$ cat src/rtl/ucsbece154a_rf_dump_pkg.sv
// Shared definitions for the register-file dump engine: widths, FSM state
// encoding and the captured-beat record.
package ucsbece154a_rf_dump_pkg;

  localparam int RF_IDX_W = 5;
  localparam int WORD_W   = 32;
  localparam int MAX_REG  = 31;

  typedef enum logic [2:0] {
    RFD_IDLE = 3'd0,
    RFD_READ = 3'd1,
    RFD_SEND = 3'd2,
    RFD_CSUM = 3'd3,
    RFD_FIN  = 3'd4
  } rfd_state_e;

  typedef struct packed {
    logic [RF_IDX_W-1:0] addr;
    logic [WORD_W-1:0]   data;
  } rfd_beat_t;

endpackage

$ cat src/rtl/ucsbece154a_rf_dump.sv
// Walks registers FIRST_REG..LAST_REG through a dedicated RF read port and
// streams {addr,data} beats over valid/ready, optionally closed by an XOR checksum beat.
module ucsbece154a_rf_dump
  import ucsbece154a_rf_dump_pkg::*;
#(
  parameter int FIRST_REG = 0,
  parameter int LAST_REG  = 31,
  parameter bit CSUM_EN   = 1'b1
) (
  input  logic                clk,
  input  logic                reset,
  input  logic                start_i,
  output logic                busy_o,
  output logic                done_o,
  output logic [RF_IDX_W-1:0] rf_a_o,
  input  logic [WORD_W-1:0]   rf_rd_i,
  output logic                dump_valid_o,
  input  logic                dump_ready_i,
  output logic [RF_IDX_W-1:0] dump_addr_o,
  output logic [WORD_W-1:0]   dump_data_o,
  output logic                dump_last_o
);

  if (FIRST_REG > LAST_REG || LAST_REG > MAX_REG || FIRST_REG < 0) begin : g_bad_range
    $error("ucsbece154a_rf_dump: need 0 <= FIRST_REG <= LAST_REG <= 31");
  end

  localparam logic [RF_IDX_W-1:0] LP_FIRST = RF_IDX_W'(FIRST_REG);
  localparam logic [RF_IDX_W-1:0] LP_LAST  = RF_IDX_W'(LAST_REG);

  rfd_state_e          r_state, w_state_nxt;
  logic [RF_IDX_W-1:0] r_idx,   w_idx_nxt;
  logic [WORD_W-1:0]   r_csum,  w_csum_nxt;
  rfd_beat_t           r_beat,  w_beat_nxt;
  logic                w_at_last;

  // Last-register detection compares against LAST_REG, so idx never wraps.
  assign w_at_last = (r_idx == LP_LAST);
  assign rf_a_o    = r_idx;

  always_comb begin
    // NOTE: every signal written here gets a default first, so no path leaves
    // one unassigned and no latch is inferred.
    w_state_nxt  = r_state;
    w_idx_nxt    = r_idx;
    w_csum_nxt   = r_csum;
    w_beat_nxt   = r_beat;
    busy_o       = 1'b1;
    done_o       = 1'b0;
    dump_valid_o = 1'b0;
    dump_addr_o  = '0;
    dump_data_o  = '0;
    dump_last_o  = 1'b0;

    case (r_state)
      RFD_IDLE: begin
        busy_o = 1'b0;
        if (start_i) begin
          w_state_nxt = RFD_READ;
          w_idx_nxt   = LP_FIRST;
          w_csum_nxt  = '0;
        end
      end

      RFD_READ: begin
        w_beat_nxt  = '{addr: r_idx, data: rf_rd_i};
        w_csum_nxt  = r_csum ^ rf_rd_i;
        w_state_nxt = RFD_SEND;
      end

      RFD_SEND: begin
        // Beat fields come from the captured register, so they stay stable
        // while the sink stalls; valid never looks at ready.
        dump_valid_o = 1'b1;
        dump_addr_o  = r_beat.addr;
        dump_data_o  = r_beat.data;
        dump_last_o  = !CSUM_EN && w_at_last;
        if (dump_ready_i) begin
          if (w_at_last) begin
            w_state_nxt = CSUM_EN ? RFD_CSUM : RFD_FIN;
          end else begin
            w_idx_nxt   = r_idx + RF_IDX_W'(1);
            w_state_nxt = RFD_READ;
          end
        end
      end

      RFD_CSUM: begin
        dump_valid_o = 1'b1;
        dump_data_o  = r_csum;
        dump_last_o  = 1'b1;
        if (dump_ready_i) begin
          w_state_nxt = RFD_FIN;
        end
      end

      RFD_FIN: begin
        done_o      = 1'b1;
        w_idx_nxt   = LP_FIRST;
        w_state_nxt = RFD_IDLE;
      end

      default: begin
        w_state_nxt = RFD_IDLE;
        w_idx_nxt   = LP_FIRST;
      end
    endcase
  end

  // NOTE: state uses non-blocking assignments so every register samples the
  // pre-edge values regardless of statement order.
  always_ff @(posedge clk or posedge reset) begin
    if (reset) begin
      r_state <= RFD_IDLE;
      r_idx   <= LP_FIRST;
      r_csum  <= '0;
      r_beat  <= '0;
    end else begin
      r_state <= w_state_nxt;
      r_idx   <= w_idx_nxt;
      r_csum  <= w_csum_nxt;
      r_beat  <= w_beat_nxt;
    end
  end

endmodule

$ cat config.mk
export PLATFORM = sky130hd
export DESIGN_NAME = ucsbece154a_rf_dump
export DESIGN_NICKNAME = d
export VERILOG_FILES = /design/src/rtl/ucsbece154a_rf_dump_pkg.sv /design/src/rtl/ucsbece154a_rf_dump.sv
export SDC_FILE = /design/constraint.sdc
export NUM_CORES = 1
export LEC_CHECK = 0
export BUFFER_PORTS_ARGS = -buffer_cell sky130_fd_sc_hd__buf_2
export CORE_AREA = 2 2 108 110
export DETAILED_ROUTE_END_ITERATION = 8
export DIE_AREA = 0 0 110 112
export HOLD_SLACK_MARGIN = 0.1
export PLACE_DENSITY = 0.65
export SYNTH_ARGS = -nofsm -noshare
export SYNTH_HDL_FRONTEND = slang
export SYNTH_SLANG_ARGS = --single-unit
$ cat constraint.sdc
create_clock -name clk -period 2.8 [get_ports clk]
set_input_delay 0.14 -clock clk [delete_from_list [all_inputs] [get_ports clk]]
set_output_delay 0.14 -clock clk [all_outputs]
set_load 0.1 [all_outputs]
==> impl_metrics.tcl <==
set metrics [dict create \
    status "completed" \
    critPathLaunch "r_state[2]" \
    path_clk_slew_ns 0.06 \
    tns_ns 0 \
    drive_gt1_share_pct 24.57 \
    critical_path_class "flop to output pin" \
    worst_clock_skew_ns 0.005698 \
    relSlewSlack_pct 36.49 \
    ys_warn_count 0 \
    clk_path_buf_depth 2 \
    grt_usage_pct 16.20 \
    drv_slew 0 \
    root_buffer "clkbuf_16" \
    crit_buf_inv 3 \
    ys_ff_latch 77 \
    diodes 0 \
    rsz0062_at_grt "false" \
    crit_chain "buf_4 -> nand2b_2 -> inv_2 -> and3_1 -> buf_12" \
    setup_slack_ns 0.4916 \
    setup.worst_path.end_class "output pin" \
    period_needed_ns 2.308 \
    first_pass_iters 5 \
    insertion_delay_ns 0.33 \
    cp.required_ns 2.66 \
    syn-cell-area_um2 3822 \
    syn_nets 418 \
    finalNetCount 493 \
    hold_viol_final 0 \
    io_buffers 81 \
    synth_top_area_share_pct 50.41 \
    post_drt_via_cell_ratio 5.118 \
    drc 0 \
    worstPathArrival_ns 2.17 \
    cts.htree.levels 3 \
    crit_family "simple AND/OR/NAND/NOR gates" \
    synth_top_cell_by_area "dfrtp_1" \
    path_max_fanout 35 \
    rows 39 \
    io_pins 82 \
    cp_slowest_stage_delay_ns 0.56 \
    place_congestion 0.8184 \
    grt_max_degree 40 \
    fmax_mhz 433.2 \
    ys_types 34 \
    initial_utilization_pct 34.21 \
    tritoncts "built" \
    dieWidth_um 110 \
    slowest_stage "nand2b_2" \
    cts_setup_buffers 0 \
    cts-buffers-inserted 9 \
    wl_per_cell_um 15.37 \
    grt_overflow 0 \
    pre_cts_ws_ns 0.7646 \
    grt_pass1_vias 3055 \
    die_area_um2 12320 \
    vias 3086 \
    antenna_found_initial 0 \
    maxCapViolCount 0 \
    setup_viol 0 \
    avgSynthCellArea_um2 10.06 \
    period_share_pct 82.44 \
    synth_area_leaders "dfrtp_1, nand4bb_1, mux2i_1, nand2_1, nand3_1" \
    synthCells 380 \
    tightest_slew_ns 0.9527 \
    area_growth_syn_to_layout_pct 38.30 \
    yosysSeqAreaShare_pct 50.41 \
    grt_pass1_wl_mm 15.50 \
    postRouteAntennaNets 0 \
    r2r_start "r_state[0]" \
    cts_sinks 77 \
    dp_hpwl_mm 6.167 \
    drt_wl_total_mm 9.266 \
    hp-start "rf_rd_i[5]" \
    drt-initial-drc-count 170 \
    chipHeight_um 112 \
    core_area_um2 11170 \
    start_kind "flop" \
    hp-class "primary input to flop" \
]
layer usage:
layer	global-route usage, %	share of wire, %	up-vias
met5	0	0	-
met4	5.401	1.4	0
met3	2.927	4.1	11
met2	25.11	48	77
met1	22.77	46	1515
li1	-	-	1483
flip-flops by register name (all words and copies together), names as in the netlist:
register  flops
r_beat       37
r_csum       32
r_state       3
rf_a_o        5
area by class of cell:
type                       instances  area, µm²
fill                            1038       5888
clock inverter                     3      90.09
clock buffer                      13      270.3
timing repair buffer              93       1086
tap                              143      178.9
sequential                        77       1931
inverter                           4      16.27
multi-input combinational        270       1714
worst min-delay path: stages:
cell and delay (ns):
buf_2 0.10, nand4bb_1 0.13, nand2_1 0.06
through the flow:
step	utilization (%)	cells	cell area (µm²)	hold WS (ns)
floorplan	-	380	3827	0.2679
global placement	43.90	585	4906	0.2577
detailed placement	43.90	585	4906	0.2709
CTS	47.31	603	5286	0.1228
global route	47.31	603	5286	0.1469
finish	47.31	603	5286	0.1315
timing repair:
action                                  4_1_cts  5_1_grt
endpoints found under the setup margin        0        0
endpoints found under the hold margin        38        0
hold buffers                                  2        0
resized for setup                             0        0
worst paths after layout:
kind	slack, ns	cells past startpoint	end
max in group asynchronous	1.62	4	r_beat[27]
setup / recovery	0.49	5	dump_addr_o[2]
hold reg to reg	0.47	2	r_beat[1]
min in group asynchronous	0.45	3	rf_a_o[4]
setup reg to reg	0.77	4	r_beat[29]
hold / removal	0.13	3	r_beat[5]
cells in the final DEF, fill, tap and decap left out, types with 9 or more instances in the layout:
cell	n
nand4bb_1	33
buf_12	39
buf_2	42
nand2_1	65
nor2_1	35
buf_4	10
clkbuf_16	9
mux2i_1	32
o21ai_1	32
nand3_1	34
dfrtp_1	76
cell usage after synthesis (all sizes together):
| cell | instances |
|---|---|
| dfrtp | 77 |
| nand2 | 65 |
| nor2 | 35 |
| nand3 | 34 |
| nand4bb | 33 |
| o21ai | 33 |
| mux2i | 32 |
| clkbuf | 16 |
| buf | 13 |
| and3 | 6 |
| mux2 | 6 |
| inv | 4 |
| a21oi | 3 |
| nand2b | 3 |
| a22o | 2 |
| ha | 2 |
| nor3 | 2 |
| nor3b | 2 |
| or3 | 2 |
| a31oi | 1 |
| a32oi | 1 |
| and4b | 1 |
| nand3b | 1 |
| nand4b | 1 |
| nor2b | 1 |
| nor4bb | 1 |
| or3b | 1 |
| or4b | 1 |
| xor2 | 1 |
cell families after synthesis:
family / synth area share (%)
AND/OR/NAND/NOR: 28.05
flip-flops: 50.41
AO/OA/AOI/OAI: 5.565
multiplexers: 10.15
buffers and inverters: 4.943
adder cells (fa/ha/maj): 0.6546
XOR/XNOR: 0.2292
Power is left out: the tool's default activity adds up to more than one toggle a clock period on the data nets, which glitch-free logic cannot reach.
